==> src/rtl/cla_serial_adder.sv <==
// -----------------------------------------------------------------------------
// cla_serial_adder
//
// Multi-cycle adder/subtractor built around a 4-bit carry-lookahead slice.
// Operands are latched on acceptance, then one 4-bit group is resolved per
// clock using full lookahead carry equations (no ripple inside a group).
// The group carry-out is carried to the next group through a register.
//
// Parameters:
//   NIBBLES   number of 4-bit groups; operand width W = 4*NIBBLES
//
// Ports:
//   clk        rising-edge clock
//   rst        asynchronous, active-high reset
//   in_valid   operands valid            in_ready   block can accept operands
//   a, b       operands (W bits)
//   cin        carry-in (ignored when sub=1)
//   sub        1: a-b, 0: a+b+cin
//   out_valid  result valid              out_ready  consumer accepts result
//   sum        result (W bits)
//   cout       carry out of MSB (for subtract, 1 = no borrow)
//   ovf        signed two's-complement overflow
//
// Optional feature (macro CLA_GP_OUT_EN):
//   grp_g, grp_p  per-group generate/propagate, one bit per nibble,
//                 captured as each nibble is processed and held in DONE.
// -----------------------------------------------------------------------------
module cla_serial_adder #(
    parameter int NIBBLES = 4
) (
    input  logic                 clk,
    input  logic                 rst,
    input  logic                 in_valid,
    output logic                 in_ready,
    input  logic [4*NIBBLES-1:0] a,
    input  logic [4*NIBBLES-1:0] b,
    input  logic                 cin,
    input  logic                 sub,
    output logic                 out_valid,
    input  logic                 out_ready,
    output logic [4*NIBBLES-1:0] sum,
    output logic                 cout,
    output logic                 ovf
`ifdef CLA_GP_OUT_EN
    ,
    output logic [NIBBLES-1:0]   grp_g,
    output logic [NIBBLES-1:0]   grp_p
`endif
);

    localparam int W     = 4 * NIBBLES;
    localparam int IDX_W = (NIBBLES > 1) ? $clog2(NIBBLES) : 1;
    localparam logic [IDX_W-1:0] IDX_LAST = IDX_W'(NIBBLES - 1);

    typedef enum logic [1:0] {
        S_IDLE = 2'b00,
        S_CALC = 2'b01,
        S_DONE = 2'b10
    } state_t;

    state_t             r_state;
    state_t             w_state_next;
    logic [IDX_W-1:0]   r_idx;
    logic [W-1:0]       r_a;
    logic [W-1:0]       r_b;        // already inverted for subtract
    logic               r_c;        // carry into the current group
    logic [W-1:0]       r_acc;      // partial sum, never exposed
    logic [W-1:0]       r_sum;
    logic               r_cout;
    logic               r_ovf;
    logic               r_in_ready;
    logic               r_out_valid;
`ifdef CLA_GP_OUT_EN
    logic [NIBBLES-1:0] r_grp_g;
    logic [NIBBLES-1:0] r_grp_p;
`endif

    logic [IDX_W+1:0]   w_bit_base;
    logic [3:0]         w_a_nib;
    logic [3:0]         w_b_nib;
    logic [3:0]         w_g;
    logic [3:0]         w_p;
    logic               w_c1;
    logic               w_c2;
    logic               w_c3;
    logic               w_c4;
    logic [3:0]         w_sum_nib;
    logic [W-1:0]       w_acc_next;
    logic               w_last;
    logic               w_grp_g;
    logic               w_grp_p;

    assign w_bit_base = {r_idx, 2'b00};
    assign w_last     = (r_idx == IDX_LAST);

    // Lookahead slice for the group selected by r_idx.
    always_comb begin
        w_a_nib   = r_a[w_bit_base +: 4];
        w_b_nib   = r_b[w_bit_base +: 4];
        w_g       = w_a_nib & w_b_nib;
        w_p       = w_a_nib ^ w_b_nib;
        w_c1      = w_g[0] | (w_p[0] & r_c);
        w_c2      = w_g[1] | (w_p[1] & w_g[0]) | (w_p[1] & w_p[0] & r_c);
        w_c3      = w_g[2] | (w_p[2] & w_g[1]) | (w_p[2] & w_p[1] & w_g[0])
                  | (w_p[2] & w_p[1] & w_p[0] & r_c);
        w_grp_g   = w_g[3] | (w_p[3] & w_g[2]) | (w_p[3] & w_p[2] & w_g[1])
                  | (w_p[3] & w_p[2] & w_p[1] & w_g[0]);
        w_grp_p   = w_p[0] & w_p[1] & w_p[2] & w_p[3];
        w_c4      = w_grp_g | (w_grp_p & r_c);
        w_sum_nib = w_p ^ {w_c3, w_c2, w_c1, r_c};
        w_acc_next = r_acc;
        w_acc_next[w_bit_base +: 4] = w_sum_nib;
    end

    // Next-state logic for the IDLE -> CALC -> DONE sequence.
    always_comb begin
        w_state_next = r_state;
        case (r_state)
            S_IDLE: begin
                if (in_valid) begin
                    w_state_next = S_CALC;
                end else begin
                    w_state_next = S_IDLE;
                end
            end
            S_CALC: begin
                if (w_last) begin
                    w_state_next = S_DONE;
                end else begin
                    w_state_next = S_CALC;
                end
            end
            S_DONE: begin
                if (out_ready) begin
                    w_state_next = S_IDLE;
                end else begin
                    w_state_next = S_DONE;
                end
            end
            default: begin
                w_state_next = S_IDLE;
            end
        endcase
    end

    // State, operand, carry and result registers.
    always_ff @(posedge clk or posedge rst) begin
        if (rst) begin
            r_state     <= S_IDLE;
            r_idx       <= '0;
            r_a         <= '0;
            r_b         <= '0;
            r_c         <= 1'b0;
            r_acc       <= '0;
            r_sum       <= '0;
            r_cout      <= 1'b0;
            r_ovf       <= 1'b0;
            r_in_ready  <= 1'b1;
            r_out_valid <= 1'b0;
`ifdef CLA_GP_OUT_EN
            r_grp_g     <= '0;
            r_grp_p     <= '0;
`endif
        end else begin
            r_state     <= w_state_next;
            // Handshake flags follow the next state so they are glitch-free.
            r_in_ready  <= (w_state_next == S_IDLE);
            r_out_valid <= (w_state_next == S_DONE);
            case (r_state)
                S_IDLE: begin
                    if (in_valid) begin
                        r_a   <= a;
                        r_b   <= sub ? ~b : b;
                        // Subtract is a + ~b + 1, so the carry-in is forced.
                        r_c   <= sub ? 1'b1 : cin;
                        r_idx <= '0;
                        r_acc <= '0;
                    end
                end
                S_CALC: begin
                    r_acc <= w_acc_next;
                    r_c   <= w_c4;
`ifdef CLA_GP_OUT_EN
                    r_grp_g[r_idx] <= w_grp_g;
                    r_grp_p[r_idx] <= w_grp_p;
`endif
                    if (w_last) begin
                        // Only a complete result is ever published.
                        r_sum  <= w_acc_next;
                        r_cout <= w_c4;
                        r_ovf  <= w_c4 ^ w_c3;
                    end else begin
                        r_idx  <= r_idx + IDX_W'(1);
                    end
                end
                S_DONE: begin
                    r_idx <= r_idx;
                end
                default: begin
                    r_idx <= '0;
                end
            endcase
        end
    end

    assign in_ready  = r_in_ready;
    assign out_valid = r_out_valid;
    assign sum       = r_sum;
    assign cout      = r_cout;
    assign ovf       = r_ovf;
`ifdef CLA_GP_OUT_EN
    assign grp_g     = r_grp_g;
    assign grp_p     = r_grp_p;
`endif

endmodule

==> config.mk <==
export PLATFORM = sky130hd
export DESIGN_NAME = cla_serial_adder
export DESIGN_NICKNAME = d
export VERILOG_FILES = /design/src/rtl/cla_serial_adder.sv
export SDC_FILE = /design/constraint.sdc
export NUM_CORES = 1
export LEC_CHECK = 0
export CAP_MARGIN = 15
export CORE_ASPECT_RATIO = 2
export CORE_MARGIN = 10
export CORE_UTILIZATION = 49
export CTS_CLUSTER_DIAMETER = 80
export DETAILED_ROUTE_END_ITERATION = 16
export GPL_TIMING_DRIVEN = 0
export PLACE_DENSITY = 0.74
export SLEW_MARGIN = 15
export SYNTH_ARGS = -nofsm -noshare
export SYNTH_HDL_FRONTEND = slang
export SYNTH_SLANG_ARGS = --single-unit
==> constraint.sdc <==
create_clock -name clk -period 4.55 [get_ports clk]
set_input_delay 1.1375 -clock clk [delete_from_list [all_inputs] [get_ports clk]]
set_output_delay 1.1375 -clock clk [all_outputs]
set_load 0.1 [all_outputs]
==> qor.yml <==
run_status:
  status: "finished clean"
yosys:
  ys_top_cells_by_count: "72 x dfrtp_1, 42 x nor2_1, 22 x a21oi_1"
  ys_warn_count: 0
  syn_area_um2: 3730
  async_flop_share: 1.00
  syn_nets: 381
  avgSynthCellArea_um2: 11.3
  synth_area_leaders: "dfrtp_1 48%, mux2_2 4.8%, mux4_2 4.8%"
  synth_cell_types: 43
  synthCells: 331
  synth_edf_count: 0
  ys_seq_area_frac: 0.491
  synth.most_common_cell: "dfrtp_1"
  yosysTopAreaCellShare: 0.484
  yosys.area.top_type: "dfrtp_1"
  ys_seq_elements: 73
  synth_top_flop_cell: "dfrtp_1"
finish:
  layout-drive-gt1-share: 0.161
  design_area_um2: 4690
  n_antenna_cell: 0
  fin_nets: 449
  syn_to_final_growth_pct: 25.9
clocking:
  cts_root_buffer: "clkbuf_16"
  ctsHtreeMaxLevel: 3
  clk_pin_slew_ns: 0.05
  cts_buffer_depth: 2
  cts_sinks: 73
  cts_buffers: 9
  cts_resized: 0
  clkLatencyLatePin_ns: 0.34
  post-cts-setup-buffers: 0
  cts_tree: "built"
  holdBufCountCts: 0
critical_path:
  cp_cell_sequence: "clkdlybuf4s50_1"
  cp_slowest_stage_delay_ns: 1.13
  worstPathArrival_ns: 1.98
  crit_buf_inv: 1
  r2r_cells: 8
  end_kind: "output pin"
  r2r_end: "sum[15]"
  worstSetupStartpointType: "register"
  crit_slowest_cell: "clkdlybuf4s50_1"
  rrSetupSlack_ns: 1.61
  cp_top_family: "buffers and inverters"
  reg2reg_from: "r_idx[0]"
  worstPathRequired_ns: 3.41
  crit_path_max_fanout: 1
  critPathKind: "register to output pin"
placed_design:
  dpl.hpwl_mm: 7.00
  place_area_um2: 4430
  gp_congestion: 0.891
  portBuffers: 56
drt:
  vias_per_cell: 5.62
  wl_per_cell_um: 19.1
  routed_wl_mm: 9.47
  vias: 2794
  drcViolationCount: 0
  drtAntennaViolNets: 0
  first_pass_iters: 6
  drt_iter0_markers: 145
sta:
  timing.hold.ws_ns: 0.490
  fin_skew_ns: 0.00462
  rsz0062_at_grt: "no"
  max-slew-margin-rel: 0.342
  slew_viol_final: 0
  tns_ns: 0
  fin_crit_sh: 0.685
  finalCriticalPeriod_ns: 3.12
  worst_pin_slew_ns: 0.984
  hold_viol: 0
  setup_violations: 0
  fmax_mhz: 321
global_routing:
  grt_pass1_wl_mm: 15.5
  grt.total_usage: 0.172
  grt_pass1_vias: 3024
  grt_max_degree: 53
  gr-total-overflow: 0
  antenna_found_initial: 0
floorplan:
  io_pins: 58
  die_y_um: 143
  rows: 45
  design.core.area_um2: 7490
  initial_utilization: 0.498
  dieArea_um2: 11700
  die_w_um: 81.7
worst_hold_path:
  min_to: "r_acc[0]"
  hold-path-cell-count: 2
  hp-start: "r_acc[0]"
  min_path_type: "register to register"
job:
  maxCapViolations: 0
sequential cells by signal, indices dropped and copies added, names as in the netlist:
register   cells
r_a           16
sum           16
in_ready       1
r_state        2
ovf            1
r_c            1
r_acc         16
r_b           16
cout           1
r_idx          2
out_valid      1
worst reg2reg max path, cell delays in order (launching register included):
cell and delay, ns:
dfrtp_1 0.39, buf_4 0.20, buf_4 0.25, mux4_2 0.58, ha_1 0.35, a211oi_2 0.27, o21bai_4 0.13, xnor2_1 0.46
o31ai_1 0.16
cells by family (layout without fill, tap and decap cells):
family / Yosys count / after routing / synth area share
simple gates: 96 / 96 / 0.131
flops: 73 / 73 / 0.491
compound gates: 71 / 71 / 0.134
mux: 30 / 30 / 0.113
buf+inv: 28 / 100 / 0.0400
xor+xnor: 21 / 21 / 0.0494
fa+ha+maj: 12 / 12 / 0.0423
metal layers:
layer	up-vias	part of all wire	global-route usage
met1	1373	0.41	0.207
met4	0	0.024	0.0739
met3	20	0.067	0.0563
met5	-	0	0
li1	1311	-	-
met2	90	0.50	0.273
worst max path at each step:
stage | from | end | slack [ns] | cells after the start
final | in_ready | in_ready | 1.43 | 1
after global routing | in_ready | in_ready | 1.41 | 1
after CTS | in_ready | in_ready | 1.42 | 1
after detailed placement | r_idx[0] | sum[15] | 1.63 | 8
after global placement | rst | r_b[1] | 0.46 | 2
after floorplan | rst | cout | 1.56 | 1
stage by stage:
stage	util	cells	setup WS, ns
2_1_floorplan	-	331	1.56
3_3_place_gp	0.588	481	0.460
3_5_place_dp	0.592	482	1.63
4_1_cts	0.626	497	1.42
5_1_grt	0.626	497	1.41
6_report	0.626	497	1.43
final cells by class:
class                   count  area [µm²]
multi-input cells         230        1750
inverters                   8        32.5
repair buffers             57         588
clock buffers              12         236
plain buffers              20         119
well taps                  94         118
clock inverters             3        18.8
fillers                   631        2800
flip-flops and latches     73        1830
layout by cell type, fill, tap and decap left out, types with 2 or more instances in the layout:
master,instances
nand3b_1,5
xnor2_1,18
a221oi_1,8
xor2_1,3
buf_2,11
clkbuf_1,5
o22ai_1,4
a22o_1,12
ha_1,11
buf_4,6
a21oi_1,22
nand4bb_1,3
nand2b_1,5
nor3b_1,3
inv_1,7
nand3_1,8
mux4_2,8
clkbuf_16,9
o31ai_1,4
clkdlybuf4s50_1,56
nor3_1,2
clkinv_2,2
mux2i_1,6
dfrtp_1,72
a21o_1,5
nor2_1,42
mux2_2,16
o21ai_0,11
nand2_1,19
Power is not shown: default switching activity piles up to over one toggle a cycle in this logic, so the estimate is an artifact.
